===== src/rtl/reset_watchdog.sv =====
// Reset watchdog: counts down from TIMEOUT_CYCLES-1 while armed and, on expiry
// or a software request, drives a fixed-width active-low reset request pulse
// followed by a holdoff period. The cause of the last firing is kept in a
// sticky register. Clock and reset come from the board, never from the reset
// this block requests, so the cause survives the system reset.
// Optional build macro: WDT_WINDOW_EN turns it into a window watchdog. Kicks
// above WINDOW_OPEN then count as early kicks and fire with cause 11.

module reset_watchdog #(
  parameter int unsigned CNT_W          = 24,
  parameter int unsigned TIMEOUT_CYCLES = 12000000,
  parameter int unsigned PULSE_CYCLES   = 16,
  parameter int unsigned HOLDOFF_CYCLES = 256,
  parameter int unsigned WINDOW_OPEN    = 6000000
) (
  input  logic             clock_in,
  input  logic             resetn,
  input  logic             enable,
  input  logic             kick,
  input  logic             sw_reset_req,
  input  logic             clear_cause,
  output logic             reset_req_n,
  output logic [1:0]       cause,
  output logic [CNT_W-1:0] count,
  output logic             armed
);

  localparam int unsigned PH_MAX = (PULSE_CYCLES > HOLDOFF_CYCLES) ? PULSE_CYCLES : HOLDOFF_CYCLES;
  localparam int unsigned PH_W   = $clog2(PH_MAX + 1);

  localparam logic [CNT_W-1:0] RELOAD     = CNT_W'(TIMEOUT_CYCLES - 1);
  localparam logic [CNT_W-1:0] WIN_LIMIT  = CNT_W'(WINDOW_OPEN);
  localparam logic [PH_W-1:0]  PULSE_LAST = PH_W'(PULSE_CYCLES - 1);
  localparam logic [PH_W-1:0]  HOLD_LAST  = PH_W'(HOLDOFF_CYCLES - 1);

  localparam logic [1:0] CAUSE_NONE    = 2'b00;
  localparam logic [1:0] CAUSE_TIMEOUT = 2'b01;
  localparam logic [1:0] CAUSE_SW      = 2'b10;
  localparam logic [1:0] CAUSE_EARLY   = 2'b11;

`ifdef WDT_WINDOW_EN
  localparam bit WINDOW_EN = 1'b1;
`else
  localparam bit WINDOW_EN = 1'b0;
`endif

  typedef enum logic [1:0] {
    S_DISABLED = 2'd0,
    S_ARMED    = 2'd1,
    S_FIRING   = 2'd2,
    S_HOLDOFF  = 2'd3
  } state_e;

  state_e           state_q;
  logic [CNT_W-1:0] cnt_q;
  logic [PH_W-1:0]  ph_q;
  logic [1:0]       cause_q;
  logic             req_n_q;
  logic             armed_q;

  // Early kick: only possible in the window build, when the counter is still above the window
  logic early_kick_c;
  assign early_kick_c = WINDOW_EN && (cnt_q > WIN_LIMIT);

  // Watchdog FSM with all outputs held in flops
  always_ff @(posedge clock_in or negedge resetn) begin
    if (!resetn) begin
      state_q <= S_DISABLED;
      cnt_q   <= '0;
      ph_q    <= '0;
      cause_q <= CAUSE_NONE;
      req_n_q <= 1'b1;
      armed_q <= 1'b0;
    end else begin
      // Clear request first so that a simultaneous firing entry overrides it
      if (clear_cause && (state_q != S_FIRING)) begin
        cause_q <= CAUSE_NONE;
      end

      case (state_q)
        S_DISABLED: begin
          if (sw_reset_req) begin
            state_q <= S_FIRING;
            cause_q <= CAUSE_SW;
            req_n_q <= 1'b0;
            ph_q    <= PULSE_LAST;
          end else if (enable) begin
            state_q <= S_ARMED;
            cnt_q   <= RELOAD;
            armed_q <= 1'b1;
          end
        end

        S_ARMED: begin
          if (sw_reset_req) begin
            state_q <= S_FIRING;
            cause_q <= CAUSE_SW;
            req_n_q <= 1'b0;
            ph_q    <= PULSE_LAST;
            armed_q <= 1'b0;
          end else if (!enable) begin
            state_q <= S_DISABLED;
            cnt_q   <= '0;
            armed_q <= 1'b0;
          end else if (kick && early_kick_c) begin
            state_q <= S_FIRING;
            cause_q <= CAUSE_EARLY;
            req_n_q <= 1'b0;
            ph_q    <= PULSE_LAST;
            armed_q <= 1'b0;
          end else if (kick) begin
            cnt_q <= RELOAD;
          end else if (cnt_q == '0) begin
            state_q <= S_FIRING;
            cause_q <= CAUSE_TIMEOUT;
            req_n_q <= 1'b0;
            ph_q    <= PULSE_LAST;
            armed_q <= 1'b0;
          end else begin
            cnt_q <= cnt_q - CNT_W'(1);
          end
        end

        S_FIRING: begin
          if (ph_q == '0) begin
            state_q <= S_HOLDOFF;
            req_n_q <= 1'b1;
            ph_q    <= HOLD_LAST;
          end else begin
            ph_q <= ph_q - PH_W'(1);
          end
        end

        S_HOLDOFF: begin
          if (ph_q == '0) begin
            if (enable) begin
              state_q <= S_ARMED;
              cnt_q   <= RELOAD;
              armed_q <= 1'b1;
            end else begin
              state_q <= S_DISABLED;
              cnt_q   <= '0;
            end
          end else begin
            ph_q <= ph_q - PH_W'(1);
          end
        end

        default: begin
          state_q <= S_DISABLED;
          req_n_q <= 1'b1;
          armed_q <= 1'b0;
        end
      endcase
    end
  end

  assign reset_req_n = req_n_q;
  assign cause       = cause_q;
  assign count       = cnt_q;
  assign armed       = armed_q;

endmodule


===== config.mk =====
export PLATFORM = sky130hd
export DESIGN_NAME = reset_watchdog
export DESIGN_NICKNAME = d
export VERILOG_FILES = /design/src/rtl/reset_watchdog.sv
export SDC_FILE = /design/constraint.sdc
export NUM_CORES = 1
export LEC_CHECK = 0
export ABC_CLOCK_PERIOD_IN_PS = 2700
export BUFFER_PORTS_ARGS = -buffer_cell sky130_fd_sc_hd__clkbuf_2
export CAP_MARGIN = 20
export CORE_AREA = 2 2 73 75
export DETAILED_ROUTE_END_ITERATION = 10
export DIE_AREA = 0 0 75 77
export PLACE_DENSITY = 0.74
export SLEW_MARGIN = 20
export SYNTH_ARGS = -nofsm -noshare
export SYNTH_HDL_FRONTEND = slang
export SYNTH_SLANG_ARGS = --single-unit

===== constraint.sdc =====
create_clock -name clock_in -period 2.7 [get_ports clock_in]
set_input_delay 0.135 -clock clock_in [delete_from_list [all_inputs] [get_ports clock_in]]
set_output_delay 0.135 -clock clock_in [all_outputs]
set_load 0.005 [all_outputs]

; ---- After elaboration in Yosys (flattened, before gate mapping)
; Index checks and enable logic that the tools add are counted.
[word_totals]
regBits = 39
latch_bits = 0
ramBits = 0
romBits = 0
input_bits = 6
out_inout_bits = 28
elab_cells = 84
mem_count = 0
[op_classes]
n_addsub = 2
multipliers = 0
div_mod_pow = 0
magnitude_cmp = 0
eq_ne = 18
shift = 0
n_mux = 47
n_bitwise = 0
reduce_logical = 11
[op_table]
columns = op, n
row1 = $mux 24, 8
row2 = $pmux 24 s3, 1
row3 = $mux 9, 7
row4 = $pmux 9 s4, 1
row5 = $mux 2, 14
row6 = $logic_not 24->1, 1
row7 = $sub 24x1->24 const B, 1
row8 = $ne 2x2->1 const B, 8
row9 = $reduce_and 5->1, 3
row10 = $mux 1, 12
row11 = $ne 3x3->1 const B, 4
row12 = $ne 4x4->1 const B, 3
row13 = $reduce_and 6->1, 2
row14 = $logic_not 9->1, 1
row15 = $sub 9x1->9 const B, 1
row16 = $pmux 2 s4, 1
row17 = $pmux 1 s3, 2
row18 = $reduce_bool 3->1, 2
row19 = $eq 2x2->1 const B, 2
row20 = $pmux 2 s2, 1
row21 = $eq 2x1->1 const B, 1
row22 = $logic_not 2->1, 1
row23 = $logic_and 1x1->1, 1

; ---- Longest topological paths before layout
[logic_depth]
ltp_word = 8
depth_mapped = 10
mapped_depth_nobuf = 7

; ---- Worst setup path after synthesis
; OpenSTA, ideal clock, no wires.
[synth_timing]
path_type = register -> register
from = register ph_q[0]
to = register cnt_q[15], in the netlist count[15]
setup_time_ns = 0.126
t_arrival_ns = 2.108
slack_ns = 0.466
path_stages_with_launch = 10
n_path_buf = 2
synth_period_minus_slack_ns = 2.234
path_cell_list = dfrtp_1 inv_1 ha_1 or4b_1 buf_2 nor4_2 a21oi_2 and2_4 buf_8 a221o_1
[synth_between]
elab_chain_cells = 3
[synth_lines]
columns = element, line_no
row1 = "start, declared", 56  ; logic [PH_W-1:0] ph_q;
row2 = "start signal, assigned", 130  ; ph_q <= ph_q - PH_W'(1);
row3 = "start signal, assigned", 145  ; ph_q <= ph_q - PH_W'(1);
row4 = $logic_not 9->1, 135  ; if (ph_q == '0) begin
row5 = $ne 2x2->1 (no source line), --
row6 = $reduce_and 6->1 (no source line), --
row7 = "end signal, assigned", 120  ; cnt_q <= cnt_q - CNT_W'(1);
row8 = "end, declared", 55  ; logic [CNT_W-1:0] cnt_q;
; No other way between the ends.
; A chain may end at the register's enable or synchronous reset.

; ---- Final worst setup path
; Same ends and word-level chain as after synthesis.

==> out/summary.md <==
Status
• negative hold slack — failing checks
• finished with violations — run status

Worst setup path
• count[15]$_DFFE_PN0P_ — worst reg2reg endpoint
• register — Crit. End Element
• 2660 ps — CP Data Arrival Time
• ph_q[0]$_DFFE_PN0P_ — launch point of the worst reg-to-reg path
• 18 — maximum net fanout on the critical path
• 220 ps — internal reg-to-reg setup slack
• register — type of origin of the critical path
• 2880 ps — worst path required time
• register to register — CP Class
• 7 — count of cells along the worst register-to-register path

Power
• 0.408 — proportion of total power due to net switching
• 972 µW — switching power summed over all nets
• 0.162 — power share of the clock group
• 1.21 nW — Leak
• 1.41 mW — internal power
• 446 µV — highest ir drop seen on vdd
• 0.378 — fraction of power consumed by combinational cells
• 856 nW/µm² — Power Density
• 0.460 — part of the power in registers

Clocking
• 5 — cts bufs inserted
• 290 ps — clock insertion delay at the later pin of the skew report
• 0 — post-cts repair resize count
• 0 — setup bufs post-CTS
• 2 — H-Tree Level Count
• 70 ps — clock transition at the registers of the reported paths
• 39 — clk sink count
• 0 — hold bufs inserted after CTS
• clkbuf_8 — CTS Root Cell
• 2 — buffer depth of the longest clock path
• built — TritonCTS clock tree

Detailed routing
• 4 — total iterations of the first detailed-routing run
• 0 — number of routed nets with antenna violations
• 6230 µm — wire length after detailed routing
• 16.4 µm — routed len/inst
• 6.09 — routed vias/inst
• 2750 µm — met1 layer wirelength in the final routing
• 145 — Detailed Route Iter0 Violations
• met4 — top layer in use
• 3090 µm — Detail Route met2 WL
• 0 — final routed DRC violation total
• 2319 — via count
• 300 µm — wire length on met3

Place
• 4310 µm — hpwl dp
• 0.903 — final weighted congestion in routability-driven placement
• 33 — count of input and output buffers

Yosys
• 287 — Synthesized Nets
• 9.10 µm² — Mean Syn Cell Area
• dfrtp_1, a21oi_1, o22a_1 — most area-consuming cells after synthesis
• 278 — Syn Inst Count
• dfrtp_1 — most frequently used flop master after synthesis
• dfrtp_1 — library cell with the largest summed area after synthesis
• 0 — number of synthesized flops with an enable pin
• 0 — number of warnings reported in the yosys synthesis log
• 0.376 — post-synth top area share
• 39 — register bit total from synthesis
• dfrtp_1, nor2_1, a21oi_1 — most used standard cells in the synthesized netlist
• 2530 µm² — Post-Synthesis Cell Area
• 63 — Cell variety after synth
• 0.386 — Seq/Total Area, Yosys
• dfrtp_1 — most common cell in the netlist
• 1.00 — share of synthesized flip-flops with an asynchronous set or reset

STA
• 0 — Pins Over Slew Limit
• 0 — total of endpoints with negative setup slack in the final report
• 0 ps — TNS Setup
• 4.00 ps — worst clock skew on the final layout
• -31.8 ps — Fin Hold WS
• 892 ps — transition time at the pin with the least slew margin
• 0.919 — share of the clock period used by the worst path
• 0.403 GHz — Max Clk Rate
• 2480 ps — clock period minus final worst setup slack
• 38 — Final Hold Violating Endpoints
• false — RSZ-0062 raised after global routing
• 0.405 — Slew headroom

Global routing
• 40 — pin count of the biggest net entering global routing
• 0.225 — GRT Util Overall
• 0 — total congestion overflow after global routing
• 0 — number of antenna violations at the first check in global routing
• 10300 µm — first-pass GRT wire length
• 2213 — vias in the first global route

Floorplanning
• 77 µm — Die Span Y
• 34 — I/O pin count
• 75 µm — x dimension of the die
• 5780 µm² — die area
• 4980 µm² — CORE AREA
• 26 — Std-Cell Rows
• 0.509 — Initial Utilization

Final layout
• 0.222 — fraction of final layout cells with drive strength greater than 1
• 0.559 — final core occ
• 0 — antenna diode count
• 9.99% — Layout area overhead
• 319 — layout net count

Hold path
• primary input to asynchronous set/reset pin — path type of the worst min-delay path

Job
• 0 — max-capacitance violation count

-- worst max-delay path: stages, from the launching register on --
cell     delay [ps]
dfrtp_1         410
inv_1            90
ha_1            200
or4b_1          580
nor4_2          290
a21oi_2         170
and2_4          280
a221o_1         350
-- stage by stage --
step	setup WS, ps	power (mW)	std cells	area, µm²
floorplan	466	1.68	278	2530
global placement	324	1.98	373	2700
detailed placement	242	2.01	373	2700
CTS	226	2.40	381	2780
global route	83.2	2.58	381	2780
finish	218	2.38	381	2780
-- sequential cells by signal, indices dropped and copies added (netlist names) --
name         flops
count           24
state_q          2
cause            2
armed            1
ph_q             9
reset_req_n      1
-- logic make-up after synthesis --
group	count (synthesis)	share of synthesized area
muxes	3	0.0138
adders and majority gates	3	0.0148
buffers and inverters	29	0.0796
DFF	39	0.386
and+or+nand+nor	102	0.224
AOI/OAI and AO/OA	102	0.281
-- power groups by stage --
stage                     combinational (mW)  sequential, mW  clock (mW)
after floorplan                        0.650            1.03           0
after global placement                 0.882            1.10           0
after detailed placement               0.904            1.10           0
after CTS                              0.909            1.09       0.397
after global routing                    1.01            1.15       0.422
final                                  0.901            1.10       0.385
-- layer usage --
metal	up-vias	track usage
met5	-	0
met4	0	0.0768
met3	10	0.0302
met2	69	0.364
met1	1113	0.305
li1	1127	-
-- layout by cell type, fill, tap and decap left out, drive strengths merged, types with 2 or more instances in the layout --
cell type and instances:
or3 4, or4 4, a21oi 27, nand3 10, a31oi 19, ha 3
clkbuf 37, or4b 2, and2 2, a22o 2, o21ai 12, nor3 13
nand4 3, nor3b 2, o41ai 2, nor4 5, mux2i 2, and3 2
a21o 2, dfrtp 38, or2 2, buf 10, or3b 2, inv 12
a2bb2oi 6, clkinv 3, o22a 15, nor2 29, a22oi 3, a41oi 5
nand2 17
-- area by class of cell --
class                      count  area (µm²)
clock buffer                   5        68.8
fill                         471        2190
tap                           70        87.6
inverter                      12        45.0
timing repair buffer          42         233
multi-input combinational    210        1360
sequential                    39         977
clock inverter                 3        15.0
-- worst max path at each step --
stage	startpoint	end	slack (ps)	cells past startpoint
5_1_grt	ph_q[0]$_DFFE_PN0P_	count[15]$_DFFE_PN0P_	80	7
3_5_place_dp	ph_q[0]$_DFFE_PN0P_	count[15]$_DFFE_PN0P_	240	7
3_3_place_gp	ph_q[0]$_DFFE_PN0P_	count[15]$_DFFE_PN0P_	320	7
2_1_floorplan	ph_q[0]$_DFFE_PN0P_	count[15]$_DFFE_PN0P_	470	9
6_report	ph_q[0]$_DFFE_PN0P_	count[15]$_DFFE_PN0P_	220	7
4_1_cts	ph_q[0]$_DFFE_PN0P_	count[15]$_DFFE_PN0P_	230	7
No activity file was read; power rests on OpenSTA's default activity.
